## config.mk

```make
export PLATFORM = sky130hd
export DESIGN_NAME = muldiv_iter_unit
export DESIGN_NICKNAME = d
export VERILOG_FILES = /design/src/rtl/muldiv_pkg.sv /design/src/rtl/div_iter_step.sv /design/src/rtl/muldiv_iter_unit.sv
export SDC_FILE = /design/constraint.sdc
export NUM_CORES = 1
export LEC_CHECK = 0
export BUFFER_PORTS_ARGS = -buffer_cell sky130_fd_sc_hd__buf_2
export CAP_MARGIN = 20
export CORE_UTILIZATION = 60
export DETAILED_ROUTE_END_ITERATION = 8
export PLACE_DENSITY = 0.79
export REMOVE_ABC_BUFFERS = 1
export SYNTH_ARGS = -nofsm -noshare
export SYNTH_HDL_FRONTEND = slang
export SYNTH_SLANG_ARGS = --single-unit
```

## constraint.sdc

```tcl
create_clock -name clk -period 11.74 [get_ports clk]
set_input_delay 0.587 -clock clk [delete_from_list [all_inputs] [get_ports clk]]
set_output_delay 0.587 -clock clk [all_outputs]
set_load 0.01 [all_outputs]
```

## src/rtl/muldiv_pkg.sv

```systemverilog
// Shared definitions for the iterative multiply/divide/accumulate unit.
// Holds the op encodings that the execute stage decodes, the FSM state
// encodings, and the MUL_STEP legality check.
package muldiv_pkg;

  localparam logic [2:0] MULDIV_MULT  = 3'd0;
  localparam logic [2:0] MULDIV_MULTU = 3'd1;
  localparam logic [2:0] MULDIV_DIV   = 3'd2;
  localparam logic [2:0] MULDIV_DIVU  = 3'd3;
  localparam logic [2:0] MULDIV_MADD  = 3'd4;
  localparam logic [2:0] MULDIV_MADDU = 3'd5;
  localparam logic [2:0] MULDIV_MSUB  = 3'd6;
  localparam logic [2:0] MULDIV_MSUBU = 3'd7;

  localparam logic [2:0] S_IDLE = 3'd0;
  localparam logic [2:0] S_MUL  = 3'd1;
  localparam logic [2:0] S_DIV  = 3'd2;
  localparam logic [2:0] S_ACC  = 3'd3;
  localparam logic [2:0] S_DONE = 3'd4;

  // Bit n set means n multiplier bits per cycle is supported (1, 2, 4).
  localparam int MUL_STEP_LEGAL_MASK = 'b10110;

  function automatic bit mul_step_legal(input int width, input int step);
    return (step >= 1) && (step <= 4) && MUL_STEP_LEGAL_MASK[step] &&
           (width >= 8) && (width % 2 == 0) && (width % step == 0);
  endfunction

endpackage

```

## src/rtl/div_iter_step.sv

```systemverilog
// One restoring radix-2 division step (combinational).
//   part_rem : {partial remainder, next dividend bit}, WIDTH+1 bits
//   divisor  : divisor magnitude
//   rem_next : remainder after the trial subtraction
//   q_bit    : quotient bit (1 when the subtraction did not borrow)
module div_iter_step #(
  parameter int WIDTH = 32
) (
  input  logic [WIDTH:0]   part_rem,
  input  logic [WIDTH-1:0] divisor,
  output logic [WIDTH-1:0] rem_next,
  output logic             q_bit
);

  logic [WIDTH:0] diff;

  // part_rem < 2*divisor always holds, so a non-borrowing result fits WIDTH bits.
  assign diff     = part_rem - {1'b0, divisor};
  assign q_bit    = ~diff[WIDTH];
  assign rem_next = q_bit ? diff[WIDTH-1:0] : part_rem[WIDTH-1:0];

endmodule

```

## src/rtl/muldiv_iter_unit.sv

```systemverilog
// Iterative multiply / divide / multiply-accumulate unit for the execute stage.
//   clk, rst          : clock (rising edge), async active-low reset
//   start_in, op_in   : request and op code, sampled only in IDLE
//   src1_in, src2_in  : multiplicand/dividend, multiplier/divisor
//   hi_in, lo_in      : forwarded HI/LO, latched with start (MADD/MSUB)
//   annul_in          : flush, aborts an operation in flight
//   busy_out          : MUL/DIV/ACC in progress (stall request)
//   ready_out         : one-cycle completion pulse (DONE state)
//   hi_out, lo_out    : result high/low, remainder/quotient
//   div_by_zero_out   : divide-by-zero flag, valid with ready_out
module muldiv_iter_unit
  import muldiv_pkg::*;
#(
  parameter int WIDTH    = 32,
  parameter int MUL_STEP = 2
) (
  input  logic             clk,
  input  logic             rst,
  input  logic             start_in,
  input  logic [2:0]       op_in,
  input  logic [WIDTH-1:0] src1_in,
  input  logic [WIDTH-1:0] src2_in,
  input  logic [WIDTH-1:0] hi_in,
  input  logic [WIDTH-1:0] lo_in,
  input  logic             annul_in,
  output logic             busy_out,
  output logic             ready_out,
  output logic [WIDTH-1:0] hi_out,
  output logic [WIDTH-1:0] lo_out,
  output logic             div_by_zero_out
);

  // An unsupported step size degrades to one bit per cycle rather than
  // building a broken datapath.
  localparam int STEP = mul_step_legal(WIDTH, MUL_STEP) ? MUL_STEP : 1;
  localparam int CW   = $clog2(WIDTH);
  localparam logic [CW-1:0] MUL_LAST = CW'(WIDTH / STEP - 1);
  localparam logic [CW-1:0] DIV_LAST = CW'(WIDTH - 1);

  logic [2:0]         state;
  logic [2:0]         op_q;
  logic [WIDTH-1:0]   a_q, b_q, hi_lat, lo_lat;
  logic               sgn1_q, sgn2_q;
  logic [2*WIDTH-1:0] acc;
  logic [CW-1:0]      cnt;

  // Accept-time operand conditioning; op bit 0 clear means signed.
  logic             signed_in, is_div_in;
  logic [WIDTH-1:0] abs1, abs2;

  assign signed_in = ~op_in[0];
  assign is_div_in = (op_in == MULDIV_DIV) || (op_in == MULDIV_DIVU);
  assign abs1      = (signed_in & src1_in[WIDTH-1]) ? -src1_in : src1_in;
  assign abs2      = (signed_in & src2_in[WIDTH-1]) ? -src2_in : src2_in;

  logic res_neg, rem_neg;
  assign res_neg = ~op_q[0] & (sgn1_q ^ sgn2_q);
  assign rem_neg = ~op_q[0] & sgn1_q;

  // Multiply: acc = {partial sum, remaining multiplier bits}. Each cycle
  // adds multiplicand * (low STEP bits) into the upper half and shifts right.
  logic [WIDTH+STEP-1:0] mul_sum;
  logic [2*WIDTH-1:0]    p_nxt, p_fin;

  always_comb begin
    mul_sum = {{STEP{1'b0}}, acc[2*WIDTH-1:WIDTH]};
    for (int j = 0; j < STEP; j++)
      if (acc[j]) mul_sum = mul_sum + ({{STEP{1'b0}}, a_q} << j);
  end

  assign p_nxt = {mul_sum, acc[WIDTH-1:STEP]};
  assign p_fin = res_neg ? -p_nxt : p_nxt;

  // Divide: acc = {partial remainder, dividend bits shifting into quotient}.
  logic [WIDTH-1:0]   rem_next;
  logic               q_bit;
  logic [2*WIDTH-1:0] d_nxt;
  logic [WIDTH-1:0]   d_quo, d_rem, quo_fin, rem_fin;

  div_iter_step #(.WIDTH(WIDTH)) u_div_step (
    .part_rem ({acc[2*WIDTH-1:WIDTH], acc[WIDTH-1]}),
    .divisor  (b_q),
    .rem_next (rem_next),
    .q_bit    (q_bit)
  );

  assign d_nxt   = {rem_next, acc[WIDTH-2:0], q_bit};
  assign d_quo   = d_nxt[WIDTH-1:0];
  assign d_rem   = d_nxt[2*WIDTH-1:WIDTH];
  // MIN / -1 needs no special case: magnitudes give quotient 2^(W-1) with
  // equal signs, which is MIN itself, and remainder 0.
  assign quo_fin = res_neg ? -d_quo : d_quo;
  assign rem_fin = rem_neg ? -d_rem : d_rem;

  logic [2*WIDTH-1:0] acc_res;
  assign acc_res = op_q[1] ? ({hi_lat, lo_lat} - acc) : (acc + {hi_lat, lo_lat});

  assign busy_out  = (state == S_MUL) || (state == S_DIV) || (state == S_ACC);
  assign ready_out = (state == S_DONE);

  always_ff @(posedge clk or negedge rst) begin
    if (!rst) begin
      state           <= S_IDLE;
      op_q            <= '0;
      a_q             <= '0;
      b_q             <= '0;
      hi_lat          <= '0;
      lo_lat          <= '0;
      sgn1_q          <= 1'b0;
      sgn2_q          <= 1'b0;
      acc             <= '0;
      cnt             <= '0;
      hi_out          <= '0;
      lo_out          <= '0;
      div_by_zero_out <= 1'b0;
    end else begin
      case (state)
        S_IDLE: begin
          if (start_in && !annul_in) begin
            op_q   <= op_in;
            a_q    <= abs1;
            b_q    <= abs2;
            sgn1_q <= src1_in[WIDTH-1];
            sgn2_q <= src2_in[WIDTH-1];
            hi_lat <= hi_in;
            lo_lat <= lo_in;
            if (is_div_in) begin
              if (src2_in == '0) begin
                // Divide by zero completes at the accept edge.
                state           <= S_DONE;
                hi_out          <= src1_in;
                lo_out          <= '1;
                div_by_zero_out <= 1'b1;
              end else begin
                state <= S_DIV;
                acc   <= {{WIDTH{1'b0}}, abs1};
                cnt   <= DIV_LAST;
              end
            end else begin
              state <= S_MUL;
              acc   <= {{WIDTH{1'b0}}, abs2};
              cnt   <= MUL_LAST;
            end
          end
        end
        S_MUL: begin
          if (annul_in) state <= S_IDLE;
          else begin
            cnt <= cnt - 1'b1;
            acc <= (cnt == '0) ? p_fin : p_nxt;
            if (cnt == '0) begin
              if (op_q[2]) state <= S_ACC;
              else begin
                state           <= S_DONE;
                {hi_out, lo_out} <= p_fin;
                div_by_zero_out <= 1'b0;
              end
            end
          end
        end
        S_DIV: begin
          if (annul_in) state <= S_IDLE;
          else begin
            cnt <= cnt - 1'b1;
            acc <= d_nxt;
            if (cnt == '0) begin
              state           <= S_DONE;
              hi_out          <= rem_fin;
              lo_out          <= quo_fin;
              div_by_zero_out <= 1'b0;
            end
          end
        end
        S_ACC: begin
          if (annul_in) state <= S_IDLE;
          else begin
            state            <= S_DONE;
            {hi_out, lo_out} <= acc_res;
            div_by_zero_out  <= 1'b0;
          end
        end
        // DONE is committed: the pulse is emitted and the unit returns to IDLE
        // whether or not annul_in is raised.
        S_DONE:  state <= S_IDLE;
        default: state <= S_IDLE;
      endcase
    end
  end

endmodule

```

==> results_dict.tcl <==
set metrics [dict create \
    min_period_over_period 0.659 \
    cp-start-kind "flop" \
    synthFlopType "dfrtp_1" \
    ys_seq_area_frac 0.222 \
    drv_cap 0 \
    io_buffer_count 201 \
    via_per_inst 7.05 \
    dpl_worst_slack_ns 3.83 \
    rows 82 \
    holdBufCountCts 0 \
    post_cts.repair.setup_buffers 0 \
    avgSynthCellArea_um2 7.68 \
    fmax_mhz 129 \
    die_h_um 227 \
    grt_pass1_wl_um 191000 \
    worst_pin_slew_ns 1.19 \
    yosys.area.top_type_share 0.222 \
    initialDrtViolationCount 4708 \
    drt-pass1-iter-count 9 \
    crit_path_max_fanout 11 \
    hpwlAfterDp_um 98300 \
    cts_buffers 35 \
    grt_antenna_before_repair 5 \
    route.detailed.drc 0 \
    status "finished, final reports clean" \
    initial_core_util 0.607 \
    setup_viol 0 \
    drive_above_1_share 0.126 \
    max_slew_margin 0.206 \
    synth_area_leaders "dfrtp_1, xnor2_1, ha_1, a21oi_1, nor2_1" \
    synth_cells 3960 \
    grt_max_degree 110 \
    cts_root_buf "clkbuf_16" \
    syn_area_um2 30400 \
    post_drt_wl_per_cell_um 27.9 \
    die_x_um 227 \
    synth_cell_types 107 \
    gp_congestion 1.07 \
    setup.worst_path.class "reg2reg" \
    final_max_slew_viol_count 0 \
    boundaryPins 202 \
    clkLatencyLatePin_ns 0.59 \
    htreeDepth 2 \
    finalNetCount 4290 \
    yosysWarnings 0 \
    setup_ws_ns 4.00 \
    n_fill_cell 4508 \
    path_clk_slew_ns 0.07 \
    cts_tree "done" \
    crit_arrival_ns 8.21 \
    multi_input_area_um2 21900 \
    yosysTopAreaCell "dfrtp_1" \
    grt_pass1_vias 31000 \
    areaGrowthSynthToFinish_pct 7.15 \
    grt_overflow_total 0 \
    synth_edf_count 0 \
    cts_resized 0 \
    critPathCaptureType "flop" \
    synth_seq_cells 270 \
    grt_usage 0.499 \
    reg2reg_slack_ns 4.00 \
    cts_sinks 270 \
    rsz0062_at_grt "no" \
    die-area_um2 51600 \
    regArea_um2 6760 \
    clock_tree.buffer_depth 3 \
    ant_nets 0 \
    required_ns 12.21 \
    wl_um 131000 \
    hp-class "in2async" \
    finalHoldViolCount 0 \
    coreArea_um2 50100 \
    fin_crit_ns 7.74 \
    synthArstFlopShare 1.00 \
    hold_ws_ns 0.0394 \
    num_vias 33000 \
    skew_ns 0.0412 \
    setup_tns_ns 0 \
]
metrics by stage:
stage | util | cell area (um2) | instances
3_5_place_dp | 0.627 | 31400 | 4617
6_report | 0.651 | 32600 | 4683
5_1_grt | 0.650 | 32600 | 4680
2_1_floorplan | - | 29000 | 3682
3_3_place_gp | 0.627 | 31400 | 4617
4_1_cts | 0.650 | 32500 | 4677
cells by family after synthesis:
logic type,after synthesis,synth area share
compound gates,1328,0.284
simple gates,1257,0.196
xor+xnor,392,0.113
buf+inv,391,0.0598
flops,270,0.222
fa+ha+maj,170,0.0710
mux,152,0.0541
synthesized netlist by cell type, types with 31 or more instances:
| library cell | n |
|---|---|
| dfrtp_1 | 270 |
| nor3_1 | 89 |
| nand2b_1 | 40 |
| a21oi_1 | 385 |
| a31oi_1 | 87 |
| nand2_1 | 350 |
| xor2_1 | 150 |
| nand4_1 | 48 |
| ha_1 | 166 |
| o21a_1 | 48 |
| o21ai_0 | 281 |
| xnor2_1 | 242 |
| nor4_1 | 31 |
| nand3_1 | 62 |
| a221oi_1 | 43 |
| and3_1 | 35 |
| o211ai_1 | 45 |
| nor2b_1 | 33 |
| clkbuf_1 | 202 |
| o221ai_1 | 34 |
| inv_1 | 111 |
| mux2_2 | 96 |
| a211oi_1 | 59 |
| nor2_1 | 415 |
| mux2i_1 | 55 |
| a21o_1 | 78 |
| or3_1 | 38 |
layer usage:
layer	GRT usage	part of all wire
met5	0.0104	0.00077
met4	0.345	0.078
met3	0.151	0.13
met2	0.745	0.42
met1	0.616	0.37
placed cells by master, fill, tap and decap left out, types with 59 or more instances in the layout:
master / Yosys / layout
nor2_1: 415 / 411
a21oi_1: 385 / 384
nand2_1: 350 / 348
o21ai_0: 281 / 280
dfrtp_1: 270 / 265
xnor2_1: 242 / 242
buf_2: 21 / 201
ha_1: 166 / 166
xor2_1: 150 / 150
inv_1: 111 / 110
mux2_2: 96 / 96
nor3_1: 89 / 89
a31oi_1: 87 / 87
a21o_1: 78 / 77
nand3_1: 62 / 62
buf_4: 4 / 62
a211oi_1: 59 / 59
worst max-delay path: stages, from the launching register on:
cell	delay [ns]
dfrtp_1	0.60
ha_1	0.36
fa_1	0.33
a211oi_2	0.14
or2_2	0.33
or4b_4	0.54
a2111oi_0	0.41
dlymetal6s2s_1	0.25
and2b_1	0.22
xnor2_1	0.12
mux2_2	0.27
ha_1	0.39
nand2_1	0.13
o21ai_0	0.09
or3_1	0.40
o31ai_1	0.43
xnor2_1	0.11
a21oi_1	0.40
o211ai_1	0.24
a2111oi_2	0.88
nand4_1	0.30
a21oi_1	0.21
o21ai_0	0.12
a221o_1	0.35
path summary, 6_finish.rpt:
path                           start    endpoint  depth (start not counted)
max                          acc[32]  hi_out[28]                         23
min                              rst  hi_out[30]                          1
max reg2reg                  acc[32]  hi_out[28]                         23
min reg2reg                hi_out[6]   hi_out[6]                          2
max in group asynchronous        rst      acc[0]                          3
min in group clk           hi_in[31]  hi_lat[31]                          2
area by class of cell:
type / count / share of cell area
clock inverters: 17 / 0.00592
clock buffers: 43 / 0.0294
repair buffers: 266 / 0.0462
inverters: 113 / 0.0130
diodes: 3 / 0.000230
well taps: 672 / 0.0258
flip-flops and latches: 270 / 0.208
multi-input cells: 3299 / 0.672
sequential cells by signal, indices dropped and copies added (netlist names):
signal and cells:
a_q 32, div_by_zero_out 1, b_q 32, sgn2_q 1, state 3, lo_lat 32, hi_out 32, cnt 5
acc 64, sgn1_q 1, op_q 3, hi_lat 32, lo_out 32
Power is left out: the tool's default activity adds up to more than one toggle a clock period on the data nets, which glitch-free logic cannot reach.
